File: config.mk
export PLATFORM = sky130hd
export DESIGN_NAME = fpsqrt_arbiter
export DESIGN_NICKNAME = d
export VERILOG_FILES = /design/src/rtl/codec2_pkg.sv /design/src/rtl/rr_pick.sv /design/src/rtl/fpsqrt_arbiter.sv
export SDC_FILE = /design/constraint.sdc
export NUM_CORES = 1
export LEC_CHECK = 0
export ABC_CLOCK_PERIOD_IN_PS = 3150
export CAP_MARGIN = 15
export CORE_MARGIN = 5
export CORE_UTILIZATION = 39
export CTS_BUF_LIST = sky130_fd_sc_hd__clkbuf_4 sky130_fd_sc_hd__clkbuf_8
export CTS_CLUSTER_SIZE = 14
export DETAILED_ROUTE_END_ITERATION = 10
export GPL_TIMING_DRIVEN = 0
export PLACE_DENSITY = 0.82
export SLEW_MARGIN = 30
export SYNTH_ARGS = -nofsm -noshare
export SYNTH_HDL_FRONTEND = slang
export SYNTH_SLANG_ARGS = --single-unit
File: constraint.sdc
create_clock -name clk -period 3.15 [get_ports clk]
set_input_delay 0.63 -clock clk [delete_from_list [all_inputs] [get_ports clk]]
set_output_delay 0.63 -clock clk [all_outputs]
set_load 0.005 [all_outputs]
File: src/rtl/codec2_pkg.sv
// Shared constants, state encoding and helpers for the fpsqrt arbiter slice.
package codec2_pkg;

  localparam int unsigned N    = 32;
  localparam int unsigned Q    = 16;
  localparam int unsigned NREQ = 3;

  typedef enum logic [1:0] {
    StIdle    = 2'd0,
    StWait    = 2'd1,
    StRelease = 2'd2
  } state_e;

  localparam logic [N-1:0] POINT_FIVE = 32'h0000_8000;
  localparam logic [N-1:0] ONE        = 32'h0001_0000;

  function automatic int unsigned ptr_width(input int unsigned n);
    return (n > 1) ? $clog2(n) : 1;
  endfunction

endpackage

File: src/rtl/rr_pick.sv
// Combinational round-robin pick: first set req bit at or after ptr, wrapping.
module rr_pick #(
  parameter int unsigned NREQ = codec2_pkg::NREQ,
  parameter int unsigned PW   = codec2_pkg::ptr_width(NREQ)
) (
  input  logic [NREQ-1:0] req,
  input  logic [PW-1:0]   ptr,
  output logic [PW-1:0]   winner,
  output logic            any_req
);

  int unsigned idx;

  always_comb begin
    winner  = '0;
    any_req = 1'b0;
    idx     = 0;
    for (int unsigned i = 0; i < NREQ; i++) begin
      idx = 32'(ptr) + i;
      if (idx >= NREQ) idx = idx - NREQ;
      if (!any_req && req[idx[PW-1:0]]) begin
        any_req = 1'b1;
        winner  = idx[PW-1:0];
      end
    end
  end

endmodule

File: src/rtl/fpsqrt_arbiter.sv
// Round-robin arbiter sharing one fpsqrt engine among NREQ requesters.
// Optional watchdog on the engine handshake: define SQRT_ARB_TIMEOUT_EN.
module fpsqrt_arbiter #(
  parameter int unsigned N    = codec2_pkg::N,
  parameter int unsigned NREQ = codec2_pkg::NREQ
) (
  input  logic              clk,
  input  logic              rst,
  input  logic [NREQ-1:0]   req,
  input  logic [NREQ*N-1:0] x_in,
  output logic [NREQ-1:0]   done,
  output logic [N-1:0]      result,
  output logic              busy,
  output logic              sq_start,
  output logic [N-1:0]      sq_x,
  input  logic [N-1:0]      sq_result,
  input  logic              sq_done
`ifdef SQRT_ARB_TIMEOUT_EN
  ,
  output logic              timeout_err
`endif
);

  localparam int unsigned PW = codec2_pkg::ptr_width(NREQ);

  codec2_pkg::state_e state_q, state_d;
  logic [PW-1:0]   ptr_q, ptr_d, owner_q, owner_d, ptr_next;
  logic [N-1:0]    sq_x_q, sq_x_d, result_q, result_d;
  logic            start_q, start_d, busy_q;
  logic [NREQ-1:0] done_q, done_d;
  logic [PW-1:0]   winner;
  logic            any_req;
  logic [N-1:0]    x_arr [NREQ];

  for (genvar k = 0; k < NREQ; k++) begin : g_unpack
    assign x_arr[k] = x_in[k*N +: N];
  end

  rr_pick #(
    .NREQ (NREQ),
    .PW   (PW)
  ) u_rr_pick (
    .req     (req),
    .ptr     (ptr_q),
    .winner  (winner),
    .any_req (any_req)
  );

  assign ptr_next = (owner_q == PW'(NREQ - 1)) ? '0 : owner_q + 1'b1;

`ifdef SQRT_ARB_TIMEOUT_EN
  localparam logic [7:0] WdogLimit = 8'd254;
  logic [7:0] wdog_q, wdog_d;
  logic       tmo_q, tmo_d;
`endif

  always_comb begin
    state_d  = state_q;
    ptr_d    = ptr_q;
    owner_d  = owner_q;
    sq_x_d   = sq_x_q;
    result_d = result_q;
    start_d  = start_q;
    done_d   = '0;
`ifdef SQRT_ARB_TIMEOUT_EN
    wdog_d   = wdog_q;
    tmo_d    = tmo_q;
`endif
    unique case (state_q)
      codec2_pkg::StIdle: begin
        if (any_req) begin
          sq_x_d  = x_arr[winner];
          start_d = 1'b1;
          owner_d = winner;
          state_d = codec2_pkg::StWait;
`ifdef SQRT_ARB_TIMEOUT_EN
          wdog_d  = '0;
`endif
        end
      end
      codec2_pkg::StWait: begin
        if (sq_done) begin
          start_d         = 1'b0;
          result_d        = sq_result;
          done_d[owner_q] = 1'b1;
          ptr_d           = ptr_next;
          state_d         = codec2_pkg::StRelease;
        end
`ifdef SQRT_ARB_TIMEOUT_EN
        // 255th waiting cycle without sq_done: complete the owner with a zero result.
        else if (wdog_q == WdogLimit) begin
          start_d         = 1'b0;
          result_d        = '0;
          done_d[owner_q] = 1'b1;
          ptr_d           = ptr_next;
          tmo_d           = 1'b1;
          state_d         = codec2_pkg::StRelease;
        end else begin
          wdog_d = wdog_q + 8'd1;
        end
`endif
      end
      codec2_pkg::StRelease: begin
        // Engine must drop sq_done before a new start can be issued.
        if (!sq_done) state_d = codec2_pkg::StIdle;
      end
      default: state_d = codec2_pkg::StIdle;
    endcase
  end

  always_ff @(posedge clk) begin
    if (!rst) begin
      state_q  <= codec2_pkg::StIdle;
      ptr_q    <= '0;
      owner_q  <= '0;
      sq_x_q   <= '0;
      result_q <= '0;
      start_q  <= 1'b0;
      done_q   <= '0;
      busy_q   <= 1'b0;
`ifdef SQRT_ARB_TIMEOUT_EN
      wdog_q   <= '0;
      tmo_q    <= 1'b0;
`endif
    end else begin
      state_q  <= state_d;
      ptr_q    <= ptr_d;
      owner_q  <= owner_d;
      sq_x_q   <= sq_x_d;
      result_q <= result_d;
      start_q  <= start_d;
      done_q   <= done_d;
      busy_q   <= (state_d != codec2_pkg::StIdle);
`ifdef SQRT_ARB_TIMEOUT_EN
      wdog_q   <= wdog_d;
      tmo_q    <= tmo_d;
`endif
    end
  end

  assign done     = done_q;
  assign result   = result_q;
  assign busy     = busy_q;
  assign sq_start = start_q;
  assign sq_x     = sq_x_q;
`ifdef SQRT_ARB_TIMEOUT_EN
  assign timeout_err = tmo_q;
`endif

endmodule

==> reports/qor.yml <==
area_growth_pct: 66.1
fmax_mhz: 350
hold_start: "owner_q[1]$_SDFFE_PN0P_"
clk_root_buffer_cell: "clkbuf_8"
drc_errors: 0
synth_edf_count: 0
dr_total_vias: 3516
grtUsageTotal_pct: 20.8
cts.path.max_buffers: 2
worst-path-buf-inv: 2
cap_violations: 0
min_path_type: "reg2reg"
critical_path.max_stage_delay_ps: 500
grt_pass1_wl_mm: 18.9
routed_wirelength_mm: 12.2
fin_area_mm2: 0.00586
async_flop_share_pct: 0
cts_buffers: 9
slew_headroom_pct: 51.5
hold-path-endpoint: "done[0]$_SDFF_PN0_"
gp_congestion: 0.816
synth-simple-area-share_pct: 12.2
antenna_found_initial: 0
coreArea_mm2: 0.00876
synth_top_family_by_area: "compound AO/OA/AOI/OAI gates"
finalCritPeriodShare_pct: 90.6
leakagePower_nw: 2.13
synth_ff_type: "dfxtp_1"
syn_nets: 465
cp.required_ps: 3350
diodes: 0
setup_violations: 0
die_y_um: 105
startpoint: "req[1]"
dpl_cell_area_mm2: 0.00569
synth_cells: 327
critPathLaunchType: "input port"
grt_pass1_vias: 3703
syn_area_per_cell_um2: 10.8
path_clk_slew_ps: 70
synth_mux_area_share_pct: 10.6
ys_top_cells_by_count: "dfxtp_1 (75), mux2i_1 (35), nor3b_1 (34)"
cp_slowest_cell: "a211oi_2"
dp_slack_ps: -120
synth_cell_types: 36
netlist_area_mm2: 0.00353
crit_family: "buffers and inverters"
ys_seq_elements: 75
slew_violations: 0
yosys.area.top_type_share_pct: 42.5
rsz0062_at_grt: "no"
wl_met2_mm: 6.16
grt_start_max_net_pins: 13
regToRegSetupSlack_ps: 410
drtAntennaViolNets: 0
status: "completed"
criticalPathCategory: "in2reg"
die_area_mm2: 0.0111
grt_overflow: 0
synth_compound_area_share_pct: 28.4
clk_latency_ps: 340
seq_area_frac_synth_pct: 42.5
drive_gt1_share_pct: 11.9
yosysWarnings: 0
wl_per_cell_um: 18.7
cp.arrival_ps: 3050
post-synth-top-count-cell: "dfxtp_1"
fp.dieW_um: 105
irDropWorstVdd_uv: 188
synth_fa_ha_area_share_pct: 1.42
end_kind: "flop"
hold_path_depth: 1
r2r_end: "sq_x[11]$_SDFFE_PN0P_"
place_hpwl_mm: 9.64
ctsHtreeMaxLevel: 3
p_per_area_mw_per_mm2: 482
path_cells: "clkdlybuf4s50_1, nor2b_1, or3b_1, a211oi_2, clkbuf_1, nor3b_1, a22oi_1, o22ai_2"
ff2ff_path_depth: 8
synthXorXnorAreaFrac_pct: 0
finalNetCount: 678
clkSinkCount: 75
synth.top_cells.by_area: "dfxtp_1 (43%), o22ai_2 (11%), mux2i_1 (9.9%)"
top_layer: "met4"
dr.first_iter.drc_count: 78
hold_violations: 0
start_util_pct: 40.3
wl_met1_mm: 4.92
regToRegStartpoint: "ptr_q[0]$_SDFFE_PN0P_"
cts_tree: "yes"
cp_max_fo: 10
io_buffers: 202
row_count: 34
synth_area_leader_cell: "dfxtp_1"
skew_ps: 10.9
drtPass1Iterations: 5
worst_pin_slew_ps: 727
dr_wl_met3_mm: 1.04
layout_min_cycle_time_ps: 2850
viasPerCell: 5.39
num_io_pins: 203
setup_ws_ps: 296
worst max-delay path by stage:
stage / endpoint / depth (start not counted)
after floorplan: sq_x[10]$_SDFFE_PN0P_ / 10
after global placement: sq_x[4]$_SDFFE_PN0P_ / 7
after detailed placement: sq_x[6]$_SDFFE_PN0P_ / 7
after CTS: sq_x[31]$_SDFFE_PN0P_ / 9
after global routing: sq_x[2]$_SDFFE_PN0P_ / 8
final: sq_x[11]$_SDFFE_PN0P_ / 8
metal layers:
layer / track usage (%) / up-vias
met3: 7.52 / 11
li1: - / 1678
met2: 37.3 / 158
met1: 23.9 / 1669
met5: 0 / -
met4: 3.47 / 0
registers in the layout (all words and copies together), names as in the netlist:
register	flops
result	32
sq_start	1
ptr_q	2
busy	1
sq_x	32
owner_q	2
state_q	2
done	3
cells by family after synthesis:
kind of cell,after synthesis
DFF,75
muxes,36
buffers and inverters,36
AOI/OAI and AO/OA,109
and+or+nand+nor,67
adders and majority gates,4
repair_timing:
action / in CTS / in global routing
resized for setup: 0 / 1
hold buffers: 0 / 0
setup buffers: 0 / 0
endpoints found under the setup margin: 0 / 19
layout by cell type, fill, tap and decap left out, drive strengths merged, types with 3 or more instances in the layout:
cell	synthesis	routed
nor3	5	5
a22oi	32	32
a22o	32	32
nand2b	5	5
or2	3	3
clkinv	0	3
o22ai	32	32
dfxtp	75	75
nor3b	34	34
clkbuf	17	27
buf	14	14
nor2	6	6
clkdlybuf4s50	0	202
nand2	6	6
a21oi	4	4
mux2i	36	36
inv	5	5
nor2b	4	4
ha	4	4
where the power goes:
group          switching (W)  total (W)  internal [W]
logic               0.000444    0.00103      0.000589
clock network       0.000354   0.000653      0.000299
registers          0.0000683    0.00114       0.00107
area by class of cell:
type,instances,area [um^2]
Buffer,31,156
Multi-Input combinational cell,216,1860
Clock inverter,5,30.0
Sequential cell,75,1500
Timing Repair Buffer,202,2020
Tap cell,108,135
Fill cell,709,2900
Inverter,5,18.8
Clock buffer,10,138
stage by stage:
step | util (%) | setup TNS [ps] | hold slack, ps | instances | total power, W
2_1_floorplan | - | 0 | 412 | 327 | 0.00166
3_3_place_gp | 64.9 | -579 | 437 | 637 | 0.00217
3_5_place_dp | 64.9 | -2820 | 452 | 637 | 0.00219
4_1_cts | 66.8 | 0 | 463 | 652 | 0.00285
5_1_grt | 66.9 | 0 | 475 | 652 | 0.00298
6_report | 66.9 | 0 | 463 | 652 | 0.00283
No activity file was read; power rests on OpenSTA's default activity.
